[config.mk]
export PLATFORM = sky130hd
export DESIGN_NAME = hilo_bank
export DESIGN_NICKNAME = d
export VERILOG_FILES = /design/src/rtl/hilo_bank.sv
export SDC_FILE = /design/constraint.sdc
export NUM_CORES = 1
export LEC_CHECK = 0
export BUFFER_PORTS_ARGS = -buffer_cell sky130_fd_sc_hd__buf_4
export CELL_PAD_IN_SITES_DETAIL_PLACEMENT = 1
export CELL_PAD_IN_SITES_GLOBAL_PLACEMENT = 1
export CORE_MARGIN = 2
export CORE_UTILIZATION = 45
export DETAILED_ROUTE_END_ITERATION = 8
export PLACE_DENSITY_LB_ADDON = 0.1
export SYNTH_ARGS = -nofsm -noshare
export SYNTH_HDL_FRONTEND = slang
export SYNTH_SLANG_ARGS = --single-unit
export TNS_END_PERCENT = 1
[constraint.sdc]
create_clock -name clk -period 11.5 [get_ports clk]
set_clock_uncertainty 0.05 [all_clocks]
set_input_delay 3.45 -clock clk [delete_from_list [all_inputs] [get_ports clk]]
set_output_delay 3.45 -clock clk [all_outputs]
set_load 0.03 [all_outputs]
[src/rtl/hilo_bank.sv]
// Hi/Lo accumulator bank: MTHI/MTLO/CLEAR act immediately, LOAD/MADD/MSUB
// wait for a mult/div result with a bounded timeout and a sticky error flag.
module hilo_bank #(
  parameter int WIDTH   = 32,
  parameter int TIMEOUT = 64
) (
  input  logic               clk,
  input  logic               reset,
  input  logic               op_valid,
  input  logic [2:0]         op,
  output logic               op_ready,
  input  logic               res_valid,
  input  logic [2*WIDTH-1:0] res_data,
  input  logic [WIDTH-1:0]   gpr_in,
  output logic [WIDTH-1:0]   HiOut,
  output logic [WIDTH-1:0]   LoOut,
  output logic               busy,
  output logic               timeout_err,
  input  logic               err_clr
);

  localparam int CW = $clog2(TIMEOUT + 1);

  typedef enum logic { S_IDLE, S_WAIT } state_e;

  typedef enum logic [2:0] {
    OP_NOP   = 3'd0,
    OP_LOAD  = 3'd1,
    OP_MADD  = 3'd2,
    OP_MSUB  = 3'd3,
    OP_MTHI  = 3'd4,
    OP_MTLO  = 3'd5,
    OP_CLEAR = 3'd6,
    OP_RSVD  = 3'd7
  } opcode_e;

  state_e             state, nextState;
  opcode_e            pendOp, pendOpNext;
  logic [CW-1:0]      count, countNext;
  logic [2*WIDTH-1:0] hiLo, hiLoNext;
  logic               errSet;
  logic               accept;

  assign accept = op_valid && op_ready;

  // NOTE: every output of this block gets a default first, so no path can leave one unassigned and infer a latch.
  always_comb begin
    nextState  = state;
    pendOpNext = pendOp;
    countNext  = count;
    hiLoNext   = hiLo;
    errSet     = 1'b0;
    case (state)
      S_IDLE: begin
        if (accept) begin
          case (opcode_e'(op))
            OP_LOAD, OP_MADD, OP_MSUB: begin
              nextState  = S_WAIT;
              pendOpNext = opcode_e'(op);
              countNext  = CW'(TIMEOUT);
            end
            OP_MTHI:  hiLoNext[2*WIDTH-1:WIDTH] = gpr_in;
            OP_MTLO:  hiLoNext[WIDTH-1:0]       = gpr_in;
            OP_CLEAR: hiLoNext                  = '0;
            default:  ;
          endcase
        end
      end
      S_WAIT: begin
        if (res_valid) begin
          nextState = S_IDLE;
          case (pendOp)
            OP_MADD: hiLoNext = hiLo + res_data;
            OP_MSUB: hiLoNext = hiLo - res_data;
            default: hiLoNext = res_data;
          endcase
        end else begin
          countNext = count - CW'(1);
          // Last permitted cycle with no result: give up and flag it.
          if (count == CW'(1)) begin
            nextState = S_IDLE;
            errSet    = 1'b1;
          end
        end
      end
      default: nextState = S_IDLE;
    endcase
  end

  // NOTE: sequential state uses non-blocking assignments so every register samples pre-edge values.
  always_ff @(posedge clk or posedge reset) begin
    if (reset) begin
      state       <= S_IDLE;
      pendOp      <= OP_NOP;
      count       <= '0;
      hiLo        <= '0;
      busy        <= 1'b0;
      timeout_err <= 1'b0;
    end else begin
      state  <= nextState;
      pendOp <= pendOpNext;
      count  <= countNext;
      hiLo   <= hiLoNext;
      busy   <= (nextState == S_WAIT);
      // Setting the sticky error takes priority over clearing it.
      if (errSet)       timeout_err <= 1'b1;
      else if (err_clr) timeout_err <= 1'b0;
    end
  end

  always_comb begin
    op_ready = (state == S_IDLE);
  end

  assign HiOut = hiLo[2*WIDTH-1:WIDTH];
  assign LoOut = hiLo[WIDTH-1:0];

endmodule

==> summary.txt, run 1 <==
Synthesis
  – Post-synth EDFFs: 0
  – Post-synthesis xor/xnor area fraction: 0.125
  – Post-Syn Area: slightly below 0.009 sq mm
  – Cell taking the most area after synthesis: dfrtp_1
  – Top_reg_cell synth: dfrtp_1
  – Synth area leaders: dfrtp_1 21%, ha_1 9.3%, a21oi_1 7.4%
  – Main combinational cell family by area after synthesis: compound AO/OA/AOI/OAI gates
  – Post-synthesis mux area share: 0.00606
  – Compound-Gate Fraction of Synth Area: 0.300
  – Cell count after synthesis: 1,200
  – Most frequent cell after synthesis: nand2_1
  – Post-synthesis sequential area ratio: 0.214
  – Simple-gate portion of the synthesized area: 0.221
  – Yosys reg bits: 76
  – Post-Synthesis Net Count: approximately 1,400
  – Mean area per synthesized cell: ~7.4 sq um
  – Async S/R FF share, synth: 1.00
  – Ys Warns: 0
  – Synth top area share: 0.214
  – Number of distinct library cells after synthesis: 70
  – Synth cell count leaders: 151 x nand2_1, 132 x a21oi_1, 106 x nor2_1, 85 x o21ai_0, 76 x dfrtp_1
  – Synth Area in Adders: 0.0952

Min path
  – HP Class: reg2reg

Route
  – Drt wl/cell: 24.5 microns
  – Vias after detailed routing: about 10,000
  – ANT nets after route: 0
  – DR iter-0 viols: 938
  – Detailed Routing Iterations Pass 1: 5
  – # DRC: 0
  – Total Wirelength: ~39,000 microns
  – Routed vias/inst: roughly 6.4

Setup path
  – CP Class: in2reg
  – Arr. time, crit path: 9.35 ns
  – CP endpoint kind: flop
  – Crit-path max FO: 7
  – CP peak stage delay: roughly 1.0 ns
  – Worst setup SP type: input port
  – Cell Chain, Critical Path: buf_4 > or3_1 > or3_1 > nor3_1 > nor3b_2 > nand2_1 > o31ai_2 > xor2_1 > ha_1 > nand4_1 > o41ai_1 > a31oi_1 > o21ai_1 > mux2_2 > o21ai_1 > a21oi_1
  – Critical-path top delay cell: o41ai_1
  – Worst EP required: about 12 ns

Clock tree
  – Root Driver: clkbuf_16
  – H-tree depth reported by CTS: 3
  – Clock buffer count from CTS: 9
  – CTS Hold Bufs: 0
  – Post-CTS sizing: 0
  – Clk Latency, worst-skew pair: around 0.36 ns
  – Clock sinks: 76
  – Setup bufs post-CTS: 0
  – Clock slew at reported path FFs: roughly 0.070 ns
  – CTS tree: done
  – Clock Tree Buf Depth: 2

Floorplanning
  – Die Width: 145 microns
  – Core area: between 0.015 and 0.02 sq mm
  – Die height: ~140 microns
  – Initial Util: 0.458
  – Std cell rows: 51
  – Die area: 0.0209 sq mm
  – I/O pin count: approximately 170

Place
  – Post-detail-place hpwl: roughly 31,000 microns
  – I/O Buffers: 170
  – Placer Congestion: approximately 1

Power
  – Worst ir drop on vdd: ~0.00012 V
  – Psw: 1630 uW
  – Logic gate share of total power: 0.727
  – Pleak: approximately 0.0047 uW
  – Power per cell area: between 200 and 300 mW/mm^2
  – Switching share of power: 0.542
  – Power Internal: 1380 uW
  – Sequential power share: 0.167
  – Clock group share of total power: 0.105

Global routing
  – Vias in the first global route: a little over 10,000
  – Largest net degree at the start of global routing: 65
  – GR Overflow Total: 0
  – First-pass GRT wire length: 59,100 microns
  – Initial antenna violation count: 0
  – GR Util All Layers: 0.376

Timing
  – Tmin final: just over 9 ns
  – Total negative slack: 0 ns
  – Slew HR: 0.295
  – Slew Viols, Final: 0
  – Hold Violations, Final: 0
  – Post-route clock period utilization: 0.797
  – # setup viols final: 0
  – WHS: 0.456 ns
  – Max Fclk: between 0.1 and 0.15 GHz
  – RSZ-0062 raised after global routing: no
  – Tightest Pin Transition: roughly 1.0 ns

Layout
  – Layout cells sized above 1: 0.170
  – Net count, final: roughly 1,500
  – N_diodes: 0
  – Layout area overhead: 20.3%

Job
  – Number of max-cap violations: 0

Status
  – Status: completed
per-layer routing:
| metal | global-route usage | routed length, microns |
|---|---|---|
| met5 | 0 | 0 |
| met1 | 0.487 | 16500 |
| met4 | 0.192 | 2050 |
| met3 | 0.0950 | 3640 |
| met2 | 0.578 | 17100 |
registers in the layout, summed over array words and instances (netlist names):
| name | count |
|---|---|
| count | 7 |
| hiLo | 64 |
| pendOp | 3 |
| state | 1 |
| timeout_err | 1 |
cells by family (layout without fill, tap and decap cells):
| kind of cell | count (synthesis) | in the layout |
|---|---|---|
| mux | 5 | 5 |
| xor+xnor | 126 | 126 |
| compound gates | 420 | 420 |
| buf+inv | 92 | 230 |
| flops | 76 | 76 |
| fa+ha+maj | 67 | 67 |
| simple gates | 414 | 414 |
power groups by stage:
| stage | Clock (uW) | Sequential (uW) | Combinational, uW |
|---|---|---|---|
| after global placement | 0 | 502 | 2090 |
| final | 316 | 503 | 2190 |
| after CTS | 319 | 501 | 2150 |
| after global routing | 329 | 516 | 2370 |
| after detailed placement | 0 | 503 | 2130 |
| after floorplan | 0 | 656 | 1320 |
cells in the final DEF, fill, tap and decap left out, types with 28 or more instances in the layout:
cell type  instances
o21ai_0           85
ha_1              66
a21o_1            35
nor2_1           104
inv_1             29
xnor2_1           60
a31oi_1           28
a21oi_1          131
nand2_1          150
dfrtp_1           76
buf_4            182
xor2_1            65
critical path, delay by kind of cell:
family,cells,cell delay (ns)
simple gates,6,2.00
xor+xnor,1,0.16
fa+ha+maj,1,0.44
mux,1,0.39
buf+inv,1,0.13
compound gates,6,2.79
layout make-up:
class / count / area [sq um]
well taps: 265 / 332
clock buffers: 9 / 225
clock inverters: 7 / 82.6
fillers: 2531 / 8710
repair buffers: 182 / 1370
inverters: 32 / 121
flip-flops and latches: 76 / 1900
multi-input cells: 1032 / 6660
metrics by stage:
stage	power, uW	instances	worst slack [ns]	utilization	instance area (sq um)
2_1_floorplan	1970	1200	3.19	-	8880
3_3_place_gp	2590	1587	2.24	0.535	10400
3_5_place_dp	2640	1587	2.17	0.535	10400
4_1_cts	2970	1603	2.51	0.551	10700
5_1_grt	3210	1603	2.05	0.551	10700
6_report	3000	1603	2.34	0.551	10700
path summary, 6_finish.rpt:
| check | start | to | slack (ns) | cells after the start |
|---|---|---|---|---|
| hold / removal | pendOp[0] | pendOp[0] | 0.46 | 2 |
| setup reg to reg | pendOp[1] | hiLo[57] | 5.79 | 15 |
| max in group asynchronous | reset | hiLo[39] | 7.19 | 3 |
| setup / recovery | res_data[4] | hiLo[57] | 2.34 | 16 |
| hold reg to reg | pendOp[0] | pendOp[0] | 0.46 | 2 |
| min in group asynchronous | reset | count[1] | 3.07 | 2 |
Note: power is estimated with default switching activity, not from simulation.
==> run 2: changes to the inputs <==
CORE_UTILIZATION = 37   (was 45)
clock period = 7.43 ns   (was 11.5 ns; I/O delays follow)
==> run 2 against run 1 <==
Effect of this change: clock power rose by 59%; non-clock buffer count up 101; routed wire length rose by 7.0%; largest power group unchanged.
==> summary.txt, run 2 (synthesized netlist as in run 1, its figures left out) <==
Min path
  – HP Class: reg2reg

Power
  – Pleak: 0.00523 uW
  – Switching share of power: 0.520
  – Logic gate share of total power: 0.745
  – Sequential power share: 0.155
  – Power per cell area: roughly 430 mW/mm^2
  – Power Internal: 2410 uW
  – Worst ir drop on vdd: about 0.00017 V
  – Clock group share of total power: 0.100
  – Psw: between 2000 and 3000 uW

Setup path
  – CP peak stage delay: between 0.4 and 0.5 ns
  – Worst setup SP type: input port
  – Crit path to: hiLo[63]
  – Delay-heaviest family, CP: simple AND/OR/NAND/NOR gates
  – CP endpoint kind: flop
  – Cell Chain, Critical Path: buf_4 > or3_1 > or3_1 > or3_1 > or3_1 > or2_1 > nor4_4 > inv_2 > buf_4 > o21ai_1 > xor2_1 > ha_1 > nand2_1 > nor2_1 > buf_4 > nand2_1 > nor4_1 > buf_4 > a2111o_1 > nand2_1 > o41ai_1 > buf_4 > xnor2_1 > o22ai_1
  – R2R cell count: 18
  – Crit-path most repeated cell: buf_4
  – Crit Reg-Reg Endpoint: hiLo[48]
  – Worst path bufs/invs: 6
  – Setup crit start: res_data[4]
  – Setup slack, reg-to-reg: 2.30 ns
  – Crit-path max FO: 4
  – Arr. time, crit path: approximately 7.4 ns
  – Worst EP required: about 7.6 ns
  – Critical-path top delay cell: o41ai_1
  – Reg-to-Reg Start: pendOp[1]
  – CP Class: in2reg
  – Levels on crit path: 24

Route
  – DR iter-0 viols: 823
  – # DRC: 0
  – Vias after detailed routing: a little over 10,000
  – Total Wirelength: about 42,000 microns
  – Detailed Routing Iterations Pass 1: 7
  – Drt wl/cell: 23.9 microns
  – ANT nets after route: 0
  – Routed vias/inst: ~5.9

Timing
  – Post-route clock period utilization: 0.974
  – Tmin final: a little over 7 ns
  – Setup ws final: 0.192 ns
  – Slew Viols, Final: 0
  – Slew HR: 0.310
  – Tightest Pin Transition: 1.03 ns
  – Max Fclk: 0.138 GHz
  – # setup viols final: 0
  – Total negative slack: 0 ns
  – WHS: roughly 0.46 ns
  – Hold Violations, Final: 0
  – RSZ-0062 raised after global routing: yes

Layout
  – N_diodes: 0
  – Net count, final: between 1,500 and 2,000
  – Max reg flops: 64
  – Biggest regs: hiLo (64), count (7), pendOp (3)
  – Layout area overhead: 30.5%
  – Commonest cells after routing, fill and taps aside: 280 x buf_4, 150 x nand2_1, 131 x a21oi_1
  – Commonest non-fill, non-tap cell in the layout: buf_4
  – Layout cells sized above 1: 0.233
  – Biggest register: hiLo
  – Finished Layout Cells: 1,758

Clock tree
  – CTS tree: done
  – Root Driver: clkbuf_16
  – Setup bufs post-CTS: 0
  – Clock slew at reported path FFs: roughly 0.070 ns
  – Clock buffer count from CTS: 9
  – Clock Tree Buf Depth: 2
  – Clk Latency, worst-skew pair: 0.36 ns
  – H-tree depth reported by CTS: 3
  – Clock sinks: 76

Global routing
  – First-pass GRT wire length: around 64,000 microns
  – GR Overflow Total: 0
  – Vias in the first global route: about 10,000
  – Largest net degree at the start of global routing: 65
  – GR Util All Layers: 0.329
  – Initial antenna violation count: 2

Place
  – I/O Buffers: 170
  – Placed Cells: 1,742
  – Placer Congestion: ~0.96
  – Post-detail-place hpwl: 33,700 microns
  – Dpl ws: -0.260 ns

Floorplanning
  – Initial Util: 0.377
  – Std cell rows: 56
  – Die Width: about 160 microns
  – Die area: 0.0253 sq mm
  – I/O pin count: approximately 170
  – Core area: 0.0235 sq mm
  – Die height: 159 microns

Job
  – Number of max-cap violations: 0

Status
  – Status: completed
-- run 2: through the flow --
step                total power, uW   util  cell area (sq um)
detailed placement             4450  0.478              11200
global placement               4410  0.478              11200
floorplan                      3050      -               8880
finish                         5010  0.492              11600
global route                   5380  0.492              11600
CTS                            4970  0.491              11600
-- run 2: worst min-delay path by stage --
stage / from / endpoint / slack, ns / depth (start not counted)
floorplan: pendOp[0] / pendOp[0] / 0.41 / 2
CTS: count[1] / count[1] / 0.46 / 2
global placement: count[1] / count[1] / 0.44 / 2
global route: count[1] / count[1] / 0.50 / 2
finish: count[1] / count[1] / 0.46 / 2
detailed placement: count[1] / count[1] / 0.45 / 2
-- run 2: what timing repair did --
action                                  in CTS  in global routing
resized for setup                            0                 10
endpoints found under the setup margin       0                 14
hold buffers                                 0                  0
endpoints found under the hold margin        0                  0
-- run 2: final cells by class --
cell class | count | area [sq um]
inverters | 32 | 121
repair buffers | 283 | 2160
flip-flops and latches | 76 | 1900
well taps | 319 | 399
multi-input cells | 1032 | 6700
clock buffers | 9 | 225
clock inverters | 7 | 82.6
fillers | 2999 | 12000
-- run 2: power groups by stage --
stage | Sequential (uW) | Clock [uW] | Combinational [uW]
floorplan | 1020 | 0 | 2040
global placement | 781 | 0 | 3630
detailed placement | 785 | 0 | 3660
CTS | 779 | 508 | 3690
global route | 804 | 524 | 4050
finish | 778 | 502 | 3730
-- run 2: routing by layer --
layer / vias up / global-route usage / wire, microns
met4: 0 / 0.136 / 1820
met1: 5086 / 0.451 / 19100
met3: 67 / 0.0693 / 2900
met2: 335 / 0.503 / 18200
met5: - / 0 / 0
li1: 4868 / - / -
-- run 2: worst register-to-register path, delay by kind of cell, from the launching register on --
kind | cells | cell delay [ns]
flip-flops | 1 | 0.39
adder cells (fa/ha/maj) | 1 | 0.35
AO/OA/AOI/OAI | 7 | 1.60
multiplexers | 1 | 0.37
buffers and inverters | 2 | 0.47
XOR/XNOR | 1 | 0.16
AND/OR/NAND/NOR | 6 | 1.67
